## src/rtl/quad_pkg.sv

```systemverilog
// rtl/quad_pkg.sv - shared types and transition decode for the quadrature decoder
package quad_pkg;

    typedef enum logic [1:0] {
        PH00 = 2'b00,
        PH01 = 2'b01,
        PH11 = 2'b11,
        PH10 = 2'b10
    } phase_t;

    typedef enum logic {
        INIT  = 1'b0,
        TRACK = 1'b1
    } fsm_t;

    typedef struct packed {
        logic valid;
        logic up;
        logic illegal;
    } step_t;

    // Position of a phase along the forward Gray sequence 00->01->11->10.
    function automatic logic [1:0] phase_index(input phase_t ph);
        logic [1:0] idx;
        case (ph)
            PH00:    idx = 2'd0;
            PH01:    idx = 2'd1;
            PH11:    idx = 2'd2;
            default: idx = 2'd3;
        endcase
        return idx;
    endfunction

    function automatic step_t step_decode(input phase_t old_ph, input phase_t new_ph);
        step_t      res;
        logic [1:0] diff;
        res  = '0;
        diff = phase_index(new_ph) - phase_index(old_ph);
        case (diff)
            2'd1: begin
                res.valid = 1'b1;
                res.up    = 1'b1;
            end
            2'd3: res.valid   = 1'b1;
            2'd2: res.illegal = 1'b1;
            default: ;
        endcase
        return res;
    endfunction

endpackage

```

## src/rtl/quad_debounce.sv

```systemverilog
// rtl/quad_debounce.sv - single-channel level filter requiring DB_CYCLES stable samples
module quad_debounce #(
    parameter int DB_CYCLES = 4
) (
    input  logic clk,
    input  logic rst,
    input  logic d,
    output logic q
);

    localparam int CW = (DB_CYCLES > 1) ? $clog2(DB_CYCLES) : 1;

    logic [CW-1:0] cnt;

    always_ff @(posedge clk) begin
        if (rst) begin
            cnt <= '0;
            q   <= 1'b0;
        end else if (d != q) begin
            if (cnt == CW'(DB_CYCLES - 1)) begin
                q   <= d;
                cnt <= '0;
            end else begin
                cnt <= cnt + CW'(1);
            end
        end else begin
            cnt <= '0;
        end
    end

endmodule

```

## src/rtl/quad_decoder.sv

```systemverilog
// rtl/quad_decoder.sv - x4 quadrature decoder top; QUAD_DEBOUNCE_EN enables input filtering
module quad_decoder
    import quad_pkg::*;
#(
    parameter int N         = 16,
    parameter int DB_CYCLES = 4
) (
    input  logic         clk,
    input  logic         rst,
    input  logic         a_in,
    input  logic         b_in,
    input  logic         clr,
    input  logic         err_clr,
    output logic [N-1:0] pos,
    output logic         step,
    output logic         dir,
    output logic         err
);

    // Sized for the longest settle (debounce build) so both builds share it.
    localparam int SW = $clog2(DB_CYCLES + 3);

    logic a_meta, a_s, b_meta, b_s;
    logic a_f, b_f;

    always_ff @(posedge clk) begin
        if (rst) begin
            a_meta <= 1'b0;
            a_s    <= 1'b0;
            b_meta <= 1'b0;
            b_s    <= 1'b0;
        end else begin
            a_meta <= a_in;
            a_s    <= a_meta;
            b_meta <= b_in;
            b_s    <= b_meta;
        end
    end

`ifdef QUAD_DEBOUNCE_EN
    localparam int SETTLE = DB_CYCLES + 2;

    quad_debounce #(.DB_CYCLES(DB_CYCLES)) u_db_a (
        .clk (clk),
        .rst (rst),
        .d   (a_s),
        .q   (a_f)
    );

    quad_debounce #(.DB_CYCLES(DB_CYCLES)) u_db_b (
        .clk (clk),
        .rst (rst),
        .d   (b_s),
        .q   (b_f)
    );
`else
    localparam int SETTLE = 2;

    assign a_f = a_s;
    assign b_f = b_s;
`endif

    fsm_t          state, state_next;
    phase_t        phase, cur_ph;
    step_t         dec;
    logic [SW-1:0] settle_cnt;
    logic          settle_done;
    logic          load_phase, do_step, set_err;

    assign cur_ph      = phase_t'({a_f, b_f});
    assign settle_done = (settle_cnt == SW'(SETTLE - 1));
    assign dec         = step_decode(phase, cur_ph);

    always_ff @(posedge clk) begin
        if (rst) begin
            state <= INIT;
        end else begin
            state <= state_next;
        end
    end

    always_comb begin
        state_next = state;
        case (state)
            INIT:    if (settle_done) state_next = TRACK;
            TRACK:   state_next = TRACK;
            default: state_next = INIT;
        endcase
    end

    always_comb begin
        load_phase = 1'b0;
        do_step    = 1'b0;
        set_err    = 1'b0;
        case (state)
            INIT: load_phase = settle_done;
            TRACK: begin
                do_step    = dec.valid;
                set_err    = dec.illegal;
                load_phase = dec.valid | dec.illegal;
            end
            default: ;
        endcase
    end

    always_ff @(posedge clk) begin
        if (rst) begin
            settle_cnt <= '0;
        end else if (state == INIT) begin
            settle_cnt <= settle_cnt + SW'(1);
        end
    end

    // Illegal jumps resync the phase so tracking resumes from the new position.
    always_ff @(posedge clk) begin
        if (rst) begin
            phase <= PH00;
            pos   <= '0;
            step  <= 1'b0;
            dir   <= 1'b1;
            err   <= 1'b0;
        end else begin
            if (load_phase) phase <= cur_ph;
            step <= do_step;
            if (do_step) dir <= dec.up;
            if (clr) begin
                pos <= '0;
            end else if (do_step) begin
                pos <= dec.up ? pos + N'(1) : pos - N'(1);
            end
            if (set_err) begin
                err <= 1'b1;
            end else if (err_clr) begin
                err <= 1'b0;
            end
        end
    end

endmodule

```

## config.mk

```make
export PLATFORM = sky130hd
export DESIGN_NAME = quad_decoder
export DESIGN_NICKNAME = d
export VERILOG_FILES = /design/src/rtl/quad_pkg.sv /design/src/rtl/quad_debounce.sv /design/src/rtl/quad_decoder.sv
export SDC_FILE = /design/constraint.sdc
export NUM_CORES = 1
export LEC_CHECK = 0
export BUFFER_PORTS_ARGS = -buffer_cell sky130_fd_sc_hd__buf_2
export CAP_MARGIN = 20
export CORE_MARGIN = 2
export CORE_UTILIZATION = 45
export CTS_BUF_LIST = sky130_fd_sc_hd__clkbuf_8
export CTS_CLUSTER_SIZE = 28
export DETAILED_ROUTE_END_ITERATION = 16
export PLACE_DENSITY = 0.65
export SLEW_MARGIN = 25
export SYNTH_ARGS = -nofsm -noshare
export SYNTH_HDL_FRONTEND = slang
export SYNTH_SLANG_ARGS = --single-unit
```

## constraint.sdc

```tcl
create_clock -name clk -period 4.1 [get_ports clk]
set_input_delay 0.82 -clock clk [delete_from_list [all_inputs] [get_ports clk]]
set_output_delay 0.82 -clock clk [all_outputs]
set_load 0.02 [all_outputs]
```

==> out/qor.yml, run 1 <==
drc: 0
rsz0062_at_grt: "false"
syn-num-nets: 249
cts_buffer_depth: 2
synth_cell_types: 34
fin_crit_ps: 3392
fin_ws_ps: 708.2
fmax_ghz: 0.2948
critPathMaxFanout: 17
worst_path_largest_cell_delay_ps: 350
ys_ff_latch: 29
syn_area_per_cell_um2: 8.161
grt_pass1_wl_um: 6506
antenna_found_initial: 0
skew_ps: 2.452
die_x_um: 67.17
layout-drive-gt1-share: 0.1377
clock_sinks: 29
seq_area_frac_synth: 0.3233
hold_violations: 0
syn_inst: 220
synthFlopType: "dfxtp_1"
clk_pin_slew_ps: 60
cts_tree: "built"
h-tree-depth: 2
dp_cells: 288
post-cts-setup-buffers: 0
synth_area_leaders: "dfxtp_1 32%, ha_1 15%, a21oi_1 6.7%, nand2_1 6.1%, xnor2_1 5.4%"
ys_top_cells_by_count: "29 x dfxtp_1, 29 x nand2_1, 24 x a21oi_1"
yosysTopAreaCell: "dfxtp_1"
route.final.wire_length_um: 3716
finalSetupViolCount: 0
async_reset_ff_frac: 0
drv_cap: 0
rows: 22
crit_chain: "inv_1, ha_1, ha_1, xnor2_1, nand2b_1, buf_4, ha_1, a211o_1, a211oi_1, o31a_1, a21oi_2, xnor2_1, or3_1, a21oi_1"
synth_edf_count: 0
hp-class: "reg -> reg"
core_area_mm2: 0.003744
dieArea_mm2: 0.004511
overflow: 0
fin_util: 0.5488
relSlewSlack: 0.5528
place_hpwl_um: 2707
first_iter_violations: 51
viasPerCell: 5.231
run_status: "completed"
crit_path_end_kind: "flip-flop"
cp_data_arrival_time_ps: 3610
start_util: 0.4796
vias: 1543
worst-path-buf-inv: 2
area_growth_pct: 14.43
pin_count: 25
grt_max_degree: 18
cts_hold_buf: 0
first_pass_iters: 4
r2r_slack_ps: 710
antenna_left: 0
total_power_uw: 985.6
p_leak_uw: 0.0009764
syn_area_mm2: 0.001795
final_nets: 276
setup_tns_ps: 0
insertion_delay_ps: 280
path_common_cell: "ha_1"
gp_congestion: 0.7847
die_h_um: 67.17
worstSetupStartpointType: "flip-flop"
dp_slack_ps: 731.2
path_class: "reg -> reg"
post_cts_resized: 0
portBuffers: 24
powerDensity_mw_per_mm2: 479.7
cts_inserted_buffers: 5
finalNonFillerCells: 295
required_ps: 4310
n_antenna_cell: 0
yosys_warnings: 0
slew_violations: 0
grt.total_usage: 0.1940
grt_pass1_vias: 1464
yosysTopAreaCellShare: 0.3233
clockRootBuffer: "clkbuf_8"
peakVddDrop_uv: 268.2
wl_per_cell_um: 12.60
slowest_stage: "dfxtp_1"
tightestPinTransition_ps: 670.8
crit_family: "compound AO/OA/AOI/OAI gates"
min_period_over_period: 0.8273
## layout make-up
type                    count  area [um^2]
repair buffers             26        135.1
multi-input cells         172         1144
fillers                   368         1689
flip-flops and latches     29        580.6
inverters                  13        48.80
well taps                  48        60.06
clock buffers               6        82.58
clock inverters             1        3.754
## logic make-up after synthesis
group | synth area share
xor+xnor | 0.07317
fa+ha+maj | 0.1645
buf+inv | 0.03972
mux | 0.005575
compound gates | 0.2188
flops | 0.3233
simple gates | 0.1749
## power by group
part,internal (uW),switching (uW)
Sequential,312,28.2
Clock,130,105
Combinational,170,240
Total,613,373
## flip-flops by register name, summed over array words and instances (netlist names)
signal	flops
pos	16
b_f	1
step	1
err	1
state	1
settle_cnt	3
a_f	1
phase	2
a_meta	1
b_meta	1
dir	1
## metrics by stage
step / hold WS (ps) / area, um^2
floorplan: 413.8 / 1795
global placement: 449.6 / 1968
detailed placement: 445.9 / 1968
CTS: 454.1 / 2054
global route: 468.7 / 2054
finish: 453.4 / 2054
## cells in the final DEF (no fill, tap or decap), types with 4 or more instances in the layout
cell	count
nand2_1	29
dfxtp_1	29
a21oi_1	24
buf_2	24
ha_1	22
nor2_1	21
inv_1	14
xnor2_1	11
o21ai_0	11
a21o_1	7
nand2b_1	6
a211oi_1	6
nor2b_1	6
clkbuf_8	6
xor2_1	4
## per-layer routing
metal | track usage | wire length (um)
met5 | 0 | 0
met4 | 0.07653 | 59
met3 | 0.06333 | 231
met2 | 0.3230 | 1672
met1 | 0.2309 | 1753
## final timing paths
check / start / endpoint / cells after the start
worst max-delay path: b_f$_SDFF_PP0_ / pos[15]$_SDFFE_PP0P_ / 14
worst min-delay path: b_meta$_SDFF_PP0_ / b_f$_SDFF_PP0_ / 1
worst max register to register: b_f$_SDFF_PP0_ / pos[15]$_SDFFE_PP0P_ / 14
worst min register to register: b_meta$_SDFF_PP0_ / b_f$_SDFF_PP0_ / 1
(Power assumes the default switching activity.)
==> inputs of run 2 (changes only) <==
clock period = 3.36 ns   (was 4.1 ns; I/O delays follow)
==> out/qor.yml, run 2 (synthesized netlist as in run 1, its figures left out) <==
largest_reg_flops: 16
hold_violations: 0
fin_crit_ps: 3158
vias: 1583
antenna_found_initial: 0
rows: 22
cts_tree: "built"
insertion_delay_ps: 280
setup_tns_ps: 0
skew_ps: 10.54
r2r_start: "b_f$_SDFF_PP0_"
clock_sinks: 29
drc: 0
layout_common_cells: "29 x nand2_1, 29 x dfxtp_1, 24 x buf_2"
grt.total_usage: 0.1911
powerDensity_mw_per_mm2: 622.1
path_class: "reg -> reg"
clockRootBuffer: "clkbuf_8"
layout-drive-gt1-share: 0.1929
min_period_over_period: 0.9398
place_hpwl_um: 2771
gp_congestion: 0.8718
slowest_stage: "dfxtp_1"
worst_path_largest_cell_delay_ps: 360
required_ps: 3570
first_iter_violations: 85
hp-class: "reg -> reg"
top_regs: "pos x16, settle_cnt x3, phase x2"
die_h_um: 67.17
viasPerCell: 5.242
run_status: "completed"
pin_count: 25
grt_pass1_vias: 1475
tightestPinTransition_ps: 697.7
grt_pass1_wl_um: 6534
n_antenna_cell: 0
wl_per_cell_um: 12.96
dieArea_mm2: 0.004511
peakVddDrop_uv: 278.3
relSlewSlack: 0.5349
portBuffers: 24
total_power_uw: 1357
min_from: "a_meta$_SDFF_PP0_"
first_pass_iters: 5
drv_cap: 0
slew_violations: 0
regMostFlops: "pos"
die_x_um: 67.17
antenna_left: 0
route.final.wire_length_um: 3913
fmax_ghz: 0.3167
cts_buffer_depth: 2
crit_path_end_kind: "flip-flop"
rsz0062_at_grt: "false"
clk_pin_slew_ps: 70
crit_chain: "inv_1, ha_1, ha_4, xnor2_1, nand2b_2, buf_4, ha_1, o211a_1, a211oi_1, o31a_1, a21oi_2, xnor2_1, or3_1, a21oi_1"
cts_hold_buf: 0
final_nets: 282
cts_inserted_buffers: 5
p_leak_uw: 0.001018
finalSetupViolCount: 0
h-tree-depth: 2
crit_start: "b_f$_SDFF_PP0_"
final_area_mm2: 0.002182
area_growth_pct: 21.53
worstSetupStartpointType: "flip-flop"
fin_hold_ws_ps: 448.6
start_util: 0.4796
critPathMaxFanout: 9
cp_data_arrival_time_ps: 3360
place_area_mm2: 0.002006
overflow: 0
grt_max_degree: 18
core_area_mm2: 0.003744
[run 2: metrics by stage]
step / cells / setup slack (ps) / utilization
global placement: 293 / 107.0 / 0.5358
global route: 302 / 4.900 / 0.5829
CTS: 301 / 42.69 / 0.5692
detailed placement: 293 / 42.35 / 0.5358
finish: 302 / 202.3 / 0.5829
floorplan: 220 / 93.00 / -
[run 2: power breakdown]
part           leakage, uW  internal, uW  switching [uW]
clock            0.0000574           241             142
sequential        0.000236           381            35.6
combinational     0.000724           245             313
total              0.00102           866             491
[run 2: area by class of cell]
cell class,instances,area (um^2)
fill,365,1562
multi-input combinational,172,1192
sequential,29,580.6
timing repair buffer,32,180.2
clock buffer,6,82.58
tap,48,60.06
inverter,13,48.80
clock inverter,2,37.54
[run 2: timing repair]
action | 4_1_cts | 5_1_grt
endpoints found under the setup margin | 1 | 5
gates resized for setup | 1 | 9
pin swaps | 0 | 3
buffers inserted | 0 | 1
hold endpoints to repair | 0 | 0
[run 2: worst paths after layout]
path	end	cells after the start	slack (ps)
setup / recovery	pos[15]$_SDFFE_PP0P_	14	200
hold / removal	a_f$_SDFF_PP0_	1	450
setup reg to reg	pos[15]$_SDFFE_PP0P_	14	200
hold reg to reg	a_f$_SDFF_PP0_	1	450
[run 2: routing by layer]
| layer | global-route usage | up-vias | wire length, um |
|---|---|---|---|
| li1 | - | 827 | - |
| met1 | 0.2609 | 719 | 2028 |
| met2 | 0.2921 | 33 | 1709 |
| met3 | 0.05167 | 4 | 140 |
| met4 | 0.06378 | 0 | 34 |
| met5 | 0 | - | 0 |
[run 2: critical path, delay by kind of cell (launching register included)]
kind / cells / cell delay [ps]
adders and majority gates: 3 / 810
buffers and inverters: 2 / 240
and+or+nand+nor: 2 / 440
xor gates and xnor gates: 2 / 350
AOI/OAI and AO/OA: 5 / 870
DFF: 1 / 360
